==> src/rtl/ebr_fifo_wr_arb.sv <==
// Round-robin arbiter sharing one ebr_fifo write port among NUM_CH valid/ready producers.
// Each grant lasts up to BURST beats; every beat carries the producing channel index.
module ebr_fifo_wr_arb #(
    parameter int WIDTH  = 16,
    parameter int NUM_CH = 4,
    parameter int BURST  = 8,
    localparam int CH_W  = $clog2(NUM_CH)
) (
    input  logic                    i_clock,
    input  logic                    i_reset,
    input  logic [NUM_CH*WIDTH-1:0] i_in_data,
    input  logic [NUM_CH-1:0]       i_in_valid,
    output logic [NUM_CH-1:0]       o_in_ready,
    output logic [WIDTH-1:0]        o_out_data,
    output logic [CH_W-1:0]         o_out_chan,
    output logic                    o_out_valid,
    input  logic                    i_out_ready,
    output logic [NUM_CH-1:0]       o_grant
);

    localparam int CNT_W = $clog2(BURST + 1);

    typedef enum logic {
        IDLE,
        GRANT
    } state_t;

    state_t           state, state_nxt;
    logic [CH_W-1:0]  g, g_nxt;
    logic [CH_W-1:0]  ptr, ptr_nxt;
    logic [CNT_W-1:0] cnt, cnt_nxt;

    logic             active;
    logic             g_valid;
    logic             xfer;
    logic             sel_found;
    logic [CH_W-1:0]  sel;

    // Reset masks the datapath so an in-flight beat cannot complete on the reset edge.
    assign active  = (state == GRANT) && !i_reset;
    assign g_valid = i_in_valid[g];
    assign xfer    = active && g_valid && i_out_ready;

    // Walk downward so the channel closest to ptr (upward, wrapping) is the last one written.
    always_comb begin
        // NOTE: every combinational output gets a default first so no path infers a latch.
        sel       = '0;
        sel_found = 1'b0;
        for (int i = NUM_CH - 1; i >= 0; i--) begin
            if (i_in_valid[(int'(ptr) + i) % NUM_CH]) begin
                sel       = CH_W'((int'(ptr) + i) % NUM_CH);
                sel_found = 1'b1;
            end
        end
    end

    always_comb begin
        state_nxt = state;
        g_nxt     = g;
        ptr_nxt   = ptr;
        cnt_nxt   = cnt;
        unique case (state)
            IDLE: begin
                if (sel_found) begin
                    state_nxt = GRANT;
                    g_nxt     = sel;
                    cnt_nxt   = '0;
                end
            end
            GRANT: begin
                if (!g_valid || (xfer && cnt == CNT_W'(BURST - 1))) begin
                    state_nxt = IDLE;
                    ptr_nxt   = (g == CH_W'(NUM_CH - 1)) ? '0 : g + 1'b1;
                end else if (xfer) begin
                    cnt_nxt = cnt + 1'b1;
                end
            end
            default: state_nxt = IDLE;
        endcase
    end

    // NOTE: state registers use non-blocking assignments and a reset sampled on the clock edge.
    always_ff @(posedge i_clock) begin
        if (i_reset) begin
            state <= IDLE;
            g     <= '0;
            ptr   <= '0;
            cnt   <= '0;
        end else begin
            state <= state_nxt;
            g     <= g_nxt;
            ptr   <= ptr_nxt;
            cnt   <= cnt_nxt;
        end
    end

    // Output mux is combinational from the registered grant; no data pipeline stage.
    always_comb begin
        o_out_valid = 1'b0;
        o_out_data  = '0;
        o_out_chan  = '0;
        o_in_ready  = '0;
        o_grant     = '0;
        if (active) begin
            o_out_valid   = g_valid;
            o_out_data    = i_in_data[int'(g)*WIDTH +: WIDTH];
            o_out_chan    = g;
            o_in_ready[g] = i_out_ready;
            o_grant[g]    = 1'b1;
        end
    end

endmodule
==> config.mk <==
export PLATFORM = sky130hd
export DESIGN_NAME = ebr_fifo_wr_arb
export DESIGN_NICKNAME = d
export VERILOG_FILES = /design/src/rtl/ebr_fifo_wr_arb.sv
export SDC_FILE = /design/constraint.sdc
export NUM_CORES = 1
export LEC_CHECK = 0
export CORE_UTILIZATION = 34
export DETAILED_ROUTE_END_ITERATION = 7
export GPL_TIMING_DRIVEN = 0
export PLACE_DENSITY = 0.86
export RECOVER_POWER = 50
export SLEW_MARGIN = 20
export SYNTH_ARGS = -nofsm -noshare
export SYNTH_HDL_FRONTEND = slang
export SYNTH_SLANG_ARGS = --single-unit
==> constraint.sdc <==
create_clock -name i_clock -period 5.35 [get_ports i_clock]
set_input_delay 1.07 -clock i_clock [delete_from_list [all_inputs] [get_ports i_clock]]
set_output_delay 1.07 -clock i_clock [all_outputs]
set_load 0.01 [all_outputs]
---- Word-level counts from Yosys, hierarchy flattened ----
Index checks and enable logic that the tools add are counted.
word-level totals
  output and inout bits ................... 27
  input port bits ......................... 71
  logic and storage cells ................. 76
  bits in registers ....................... 9
operators by class
  bitwise operators ....................... 5
  $lt $le $gt $ge ......................... 6
  mux-type cells .......................... 36
  $add $sub $neg .......................... 5
  reduce and logical (&&, ||, !) cells .... 14
  equality and inequality tests ........... 5
  shifts and indexed selects .............. 1
operators by type and width
  operator                                                                      number
  64-bit by 7-bit indexed part select with 16-bit output                        1
  4-bit two-way mux                                                             5
  1-bit two-way mux                                                             16
  16-bit two-way mux                                                            1
  3-bit by 4-bit less-than comparator with 1-bit output, second input constant  3
  2-bit two-way mux                                                             6
  1-bit binary-select mux with 2-bit select                                     5
  4-bit one-hot mux with 2 select lines                                         1
  2-bit by 3-bit less-than comparator with 1-bit output, second input constant  2
  2-bit OR reduction                                                            3
  1-bit logical AND                                                             5
  2-bit by 1-bit adder with 2-bit output, second input constant                 2
  2-bit adder, second input constant                                            2
  4-bit by 1-bit adder with 4-bit output, second input constant                 1
  4-bit AND                                                                     1
  4-bit by 3-bit == test with 1-bit output, second input constant               1
  2-bit inequality test, second input constant                                  2
  2-bit AND reduction                                                           2
  1-bit AND, first input constant                                               3
  3-bit AND reduction                                                           1
  1-bit demux with 2-bit select                                                 1
  2-bit == test, second input constant                                          1
  2-bit by 1-bit >= comparator with 1-bit output, second input constant         1
  1-bit zero test                                                               2
  other kinds (4)                                                               4

---- Longest topological paths before layout ----
Gate-level depths: netlist of run 1.
  word-level depth ........................ 12
  gate-level depth with buffers ........... 6
  gate-level depth less buffers ........... 5

---- Worst setup path before layout of run 1 ----
OpenSTA, ideal clock, no wires.
  kind .................................... input-to-output
  start point ............................. input port i_reset
  end point ............................... output port o_out_data[0]
  path slack .............................. 2.518 ns
  cell stages on the path ................. 3
  data required time ...................... 4.280 ns
  buffers on the path ..................... 1
  arrival time ............................ 1.762 ns
  path through ............................ nor2b_1 clkbuf_1 and2_1
between the ends
  longest elaborated chain between the ends .. 3
ends and longest elaborated chain
  item                RTL line  source
  start: declaration  10        input logic i_reset,
  1-bit zero test     40        assign active = (state == GRANT) && !i_reset;
  1-bit logical AND   40
  16-bit two-way mux  104       if (active) begin
  end: declaration    14        output logic [WIDTH-1:0] o_out_data,
No other way between the ends.

---- Worst setup path after layout of run 1 ----
  start point ............................. input port i_reset
  end point ............................... output port o_out_data[11]
Same word-level chain as after synthesis.

==> results.cfg, run 1 <==
[synth]
synth_most_common_cell = sky130_fd_sc_hd__and2_1
post_synth.cell_area_avg_um2 = 9.607
synth.lib_cells_used.distinct = 33
synth_largest_area_cell = sky130_fd_sc_hd__mux4_2
synth.net_count = 194
post_synth_and_or_nand_nor_area_fraction_pct = 27.81
compound_gate_fraction_of_synth_area_pct = 11.15
post_synth_main_area_contributors = sky130_fd_sc_hd__mux4_2 (34%), sky130_fd_sc_hd__dfxtp_1 (16%), sky130_fd_sc_hd__and2_1 (12%)
netlist_top_cells_count = sky130_fd_sc_hd__and2_1 (22), sky130_fd_sc_hd__mux4_2 (17), sky130_fd_sc_hd__dfxtp_1 (9)
synth_top_family_by_area = multiplexers
post_synth_fa_ha_maj_area_fraction_pct = 5.519
postSynthRegisterBits = 9
postSynth.asyncResetShare_pct = 0
synth.top_cell.area_share_pct = 33.77
synthMuxAreaShare_pct = 33.77
synth-edff-count = 0
post_synth_xor_area_fraction_pct = 0
synth-seq-area-share_pct = 15.89
synthCells = 118
synth_warn = 0
synth-main-ff-cell = sky130_fd_sc_hd__dfxtp_1
netlist_area_mm2 = 0.001134

[final_layout]
num-nets-final = 296
finalCoreUtilization_pct = 70.24
ff_latch_area_um2 = 180.2
multiInputGateArea_um2 = 880.8
final_cells = 263
drive_above_1_share_pct = 10.96
filler_cell_count = 255
n_antenna_cell = 0
areaGrowthSynthToFinish_pct = 92.27

[power]
power.static_leakage_nw = 0.8111
finalPower_w = 0.0002683
power_density_mw_per_mm2 = 123.1
peakVddDrop_mv = 0.1434

[clock_tree]
clk_transition_reported_paths_ps = 60
post_cts_hold_buffer_count = 0
htreeDepth = 1
tritoncts = built
cts_max_path_buffers = 2
cts_resized = 0
tritoncts_buffer_count = 3
tritoncts_num_sinks = 9
cts_root_buffer = sky130_fd_sc_hd__clkbuf_4
post_cts.repair.setup_buffers = 0
insertion_delay_ps = 260

[placed_design]
numPortBuffers = 97
gp_congestion = 0.7968
placed_cells_incl_taps = 259
dp_hpwl_um = 3514

[worst_setup_path]
cpPeakStageDelay_ps = 600
cp_data_required_time_ps = 4280
timing.critical_path.max_delay_family = buffers and inverters
critPathLaunchType = input port
path_common_cell = sky130_fd_sc_hd__dlygate4sd3_1
cp-end-kind = output pin
slowest_stage = sky130_fd_sc_hd__dlygate4sd3_1
timing.critical_path.buf_inv = 3
crit_fanout = 10
cp_cell_sequence = dlygate4sd3_1 > nor2b_1 > clkbuf_1 > and2_1 > dlygate4sd3_1
timing.critical_path.arrival_ps = 3160
worst-setup-path-type = input port to output pin

[route]
post_route_antenna_net_violation_count = 0
vias = 1353
drt_iter0_markers = 33
post_drt_via_cell_ratio = 5.144
drt_first_pass_iters = 4
drt-total-wl_um = 4122
drcViolationCount = 0
avgRoutedWirePerCell_um = 15.67

[grt]
grt_pass1_wl_um = 5885
grt_antenna_before_repair = 0
via_count_of_the_first_global_routing_pass = 1271
track_usage_pct = 21.70
global_route.overflow_total = 0
grt_start_max_net_pins = 11

[timing]
post-route-period-util_pct = 79.00
worst_clock_skew_ps = 3.808
hold_viol = 0
tightest_slew_ps = 553.7
layout_min_cycle_time_ps = 4227
tns_ps = 0
unrepaired_setup_endpoints_after_global_routing = no
slew-limit-headroom_pct = 62.75
report.final.slew_viol_count = 0
max_clock_freq_mhz = 236.6
report.final.setup_viol = 0

[die]
core.rowCount = 20
die_width_um = 59.74
die_area_mm2 = 0.003569
coreArea_mm2 = 0.003103
ios = 98
die_h_um = 59.74
floorplan.initialDensity_pct = 36.53

[run]
drv.max_cap_violation_count = 0

[worst_hold_path]
worst_hold_path_class = flip-flop to flip-flop

[outcome]
status = complete, no violations
## registers in the layout, indices dropped and copies added (netlist names)
name / cells
cnt: 4
g: 2
ptr: 2
state: 1
## per-layer routing
metal	GRT usage (%)	wire (um)	vias up
li1	-	-	650
met1	24.10	1571	634
met2	39.84	2060	63
met3	6.494	443	6
met4	5.648	47	0
met5	0	0	-
## worst paths after layout
check	startpoint	end	slack [ps]	cells after the start
hold / removal	cnt[1]$_SDFFE_PP0P_	cnt[1]$_SDFFE_PP0P_	500	2
setup / recovery	i_reset	o_out_data[11]	1120	5
setup reg to reg	g[0]$_SDFFE_PP0P_	ptr[1]$_SDFFE_PP0P_	3490	6
hold reg to reg	cnt[1]$_SDFFE_PP0P_	cnt[1]$_SDFFE_PP0P_	500	2
## through the flow
step / hold slack [ps] / instance area (um2) / worst slack, ps
global route: 544.2 / 2180 / 927.1
floorplan: 469.9 / 1134 / 2518
detailed placement: 488.4 / 2160 / 1240
finish: 499.0 / 2180 / 1123
global placement: 479.2 / 2160 / 1281
CTS: 497.0 / 2186 / 1239
## power breakdown
part	internal (W)	switching (W)
combinational	0.0000955	0.0000481
sequential	0.0000704	0.00000307
clock	0.0000287	0.0000226
total	0.000195	0.0000738
## worst min-delay path: stages, from the launching register on
cell                      delay [ps]
sky130_fd_sc_hd__dfxtp_1         320
sky130_fd_sc_hd__inv_1            50
sky130_fd_sc_hd__o32ai_1          70
## cells by family after synthesis
| logic type | count (synthesis) |
|---|---|
| multiplexers | 17 |
| AO/OA/AOI/OAI | 18 |
| buffers and inverters | 16 |
| adder cells (fa/ha/maj) | 5 |
| flip-flops | 9 |
| AND/OR/NAND/NOR | 53 |
## placed cells by master, fill, tap and decap left out, types with 3 or more instances in the layout
cell type and instances:
sky130_fd_sc_hd__nand2_1 5, sky130_fd_sc_hd__dfxtp_1 9, sky130_fd_sc_hd__clkbuf_4 3, sky130_fd_sc_hd__o21ai_0 3, sky130_fd_sc_hd__nand2b_1 5, sky130_fd_sc_hd__inv_1 8, sky130_fd_sc_hd__dlygate4sd3_1 9, sky130_fd_sc_hd__mux4_2 17
sky130_fd_sc_hd__clkdlybuf4s50_1 88, sky130_fd_sc_hd__ha_1 5, sky130_fd_sc_hd__nor2_1 5, sky130_fd_sc_hd__clkbuf_1 6, sky130_fd_sc_hd__and2_1 20, sky130_fd_sc_hd__and3_1 4, sky130_fd_sc_hd__a21oi_1 3
## final cells by class
| type | count | area share (%) |
|---|---|---|
| timing repair buffer | 97 | 44.55 |
| tap | 44 | 2.526 |
| multi-input combinational | 93 | 40.41 |
| clock buffer | 4 | 1.206 |
| inverter | 8 | 1.378 |
| buffer | 8 | 1.665 |
| sequential | 9 | 8.266 |
No activity file was read; power rests on OpenSTA's default activity.
==> run 2, diff against run 1 <==
--- a/config.mk
+++ b/config.mk
@@ -5,10 +5,10 @@
 export SDC_FILE = /design/constraint.sdc
 export NUM_CORES = 1
 export LEC_CHECK = 0
-export CORE_UTILIZATION = 34
+export CORE_UTILIZATION = 32
 export DETAILED_ROUTE_END_ITERATION = 7
 export GPL_TIMING_DRIVEN = 0
-export PLACE_DENSITY = 0.86
+export PLACE_DENSITY = 0.81
 export RECOVER_POWER = 50
 export SLEW_MARGIN = 20
 export SYNTH_ARGS = -nofsm -noshare
==> constraint.sdc (replaced) <==
create_clock -name i_clock -period 4.2 [get_ports i_clock]
set_input_delay 0.84 -clock i_clock [delete_from_list [all_inputs] [get_ports i_clock]]
set_output_delay 0.84 -clock i_clock [all_outputs]
set_load 0.01 [all_outputs]
==> run 2 against run 1 <==
Sequential power increased by 27%. Count of clock-buffer cells in the layout unchanged. Combinational power increased by 27%. Critical endpoint is now o_out_data[2]. Largest cell class unchanged. Largest power group unchanged.
==> results.cfg, run 2 (synthesis gave the netlist of run 1 again) <==
[clock_tree]
cts_resized = 0
cts_root_buffer = sky130_fd_sc_hd__clkbuf_4
post_cts_hold_buffer_count = 0
tritoncts_num_sinks = 9
tritoncts_buffer_count = 3
insertion_delay_ps = 260
post_cts.repair.setup_buffers = 0
htreeDepth = 1
tritoncts = built
cts_max_path_buffers = 2
clk_transition_reported_paths_ps = 60

[timing]
slew-limit-headroom_pct = 61.72
hold_viol = 0
post-route-period-util_pct = 89.57
report.final.setup_viol = 0
unrepaired_setup_endpoints_after_global_routing = no
worst_clock_skew_ps = 1.623
report.final.slew_viol_count = 0
tns_ps = 0
layout_min_cycle_time_ps = 3762
tightest_slew_ps = 568.9
max_clock_freq_mhz = 265.8

[power]
peakVddDrop_mv = 0.1491
power.static_leakage_nw = 0.8112
power_density_mw_per_mm2 = 157.0

[final_layout]
num-nets-final = 296
drive_above_1_share_pct = 10.96
registers.top_by_ff_count = cnt
layout_common_cells = sky130_fd_sc_hd__clkdlybuf4s50_1 (88), sky130_fd_sc_hd__and2_1 (20), sky130_fd_sc_hd__mux4_2 (17), sky130_fd_sc_hd__dfxtp_1 (9), sky130_fd_sc_hd__dlygate4sd3_1 (9)
mostFrequentLayoutCell = sky130_fd_sc_hd__clkdlybuf4s50_1
n_antenna_cell = 0
areaGrowthSynthToFinish_pct = 92.49
max_reg_flops = 4
final_cells = 265
ff_latch_area_um2 = 180.2
biggestRegsByFlops = cnt (4), g (2), ptr (2)
filler_cell_count = 300
final_area_mm2 = 0.002182
multiInputGateArea_um2 = 880.8

[die]
core.rowCount = 21
ios = 98
die_h_um = 61.52
floorplan.initialDensity_pct = 33.71
coreArea_mm2 = 0.003363
die_width_um = 61.52
die_area_mm2 = 0.003785

[placed_design]
numPortBuffers = 97
place_area_mm2 = 0.002162
gp_congestion = 0.8273
placed_cells_incl_taps = 261
dp_hpwl_um = 3447

[grt]
via_count_of_the_first_global_routing_pass = 1240
grt_pass1_wl_um = 5526
grt_antenna_before_repair = 0
global_route.overflow_total = 0
track_usage_pct = 19.80
grt_start_max_net_pins = 11

[route]
drt-total-wl_um = 4059
post_drt_via_cell_ratio = 5.034
drt_first_pass_iters = 4
drcViolationCount = 0
avgRoutedWirePerCell_um = 15.32
drt_iter0_markers = 26
vias = 1334
post_route_antenna_net_violation_count = 0

[worst_setup_path]
timing.critical_path.buf_inv = 3
cp-end-kind = output pin
timing.critical_path.max_delay_family = buffers and inverters
path_common_cell = sky130_fd_sc_hd__dlygate4sd3_1
worst-setup-path-type = input port to output pin
timing.critical_path.arrival_ps = 2920
cpPeakStageDelay_ps = 610
cp_cell_sequence = dlygate4sd3_1 > nor2b_1 > clkbuf_1 > and2_1 > dlygate4sd3_1
cp_data_required_time_ps = 3360
crit_fanout = 10
critPathLaunchType = input port
slowest_stage = sky130_fd_sc_hd__dlygate4sd3_1

[outcome]
status = complete, no violations

[worst_hold_path]
worst_hold_path_class = flip-flop to flip-flop

[run]
drv.max_cap_violation_count = 0
==> run 2: path summary, 6_finish.rpt <==
| path | startpoint | to | slack (ps) | cells after the start |
|---|---|---|---|---|
| max reg2reg | g[0]$_SDFFE_PP0P_ | ptr[1]$_SDFFE_PP0P_ | 2350 | 6 |
| max | i_reset | o_out_data[2] | 440 | 5 |
| min | cnt[1]$_SDFFE_PP0P_ | cnt[1]$_SDFFE_PP0P_ | 520 | 2 |
| min reg2reg | cnt[1]$_SDFFE_PP0P_ | cnt[1]$_SDFFE_PP0P_ | 520 | 2 |
==> run 2: cell type report <==
cell class / count / area share (%)
Clock buffer: 4 / 1.204
Timing Repair Buffer: 97 / 44.50
Tap cell: 46 / 2.638
Sequential cell: 9 / 8.257
Inverter: 8 / 1.376
Multi-Input combinational cell: 93 / 40.37
Buffer: 8 / 1.663
==> run 2: stage by stage <==
stage | total power [W] | worst slack [ps] | utilization, % | hold slack (ps)
3_5_place_dp | 0.0002805 | 567.6 | 64.29 | 499.6
6_report | 0.0003427 | 438.1 | 64.88 | 516.5
2_1_floorplan | 0.0001766 | 1689 | - | 469.9
3_3_place_gp | 0.0002769 | 579.8 | 64.29 | 483.5
4_1_cts | 0.0003488 | 567.7 | 65.07 | 521.6
5_1_grt | 0.0003652 | 304.2 | 64.88 | 554.2
==> run 2: where the power goes <==
| group | switching, W | total [W] | internal, W |
|---|---|---|---|
| Clock | 0.0000300 | 0.0000666 | 0.0000366 |
| Sequential | 0.00000390 | 0.0000935 | 0.0000896 |
| Combinational | 0.0000610 | 0.000183 | 0.000122 |
==> run 2: worst reg2reg max path, cell delays in order (launching register included) <==
cell and delay (ps):
sky130_fd_sc_hd__dfxtp_1 400, sky130_fd_sc_hd__buf_2 340, sky130_fd_sc_hd__buf_2 360, sky130_fd_sc_hd__inv_1 130, sky130_fd_sc_hd__ha_1 320, sky130_fd_sc_hd__nand4b_1 100
sky130_fd_sc_hd__o21ai_0 80
==> run 2: layer usage <==
layer  track usage [%]  vias up  wire [um]
met5                 0        -          0
met4             4.444        0         39
li1                  -      646          -
met3             5.882        4        477
met2             35.64       63       1924
met1             23.07      621       1619
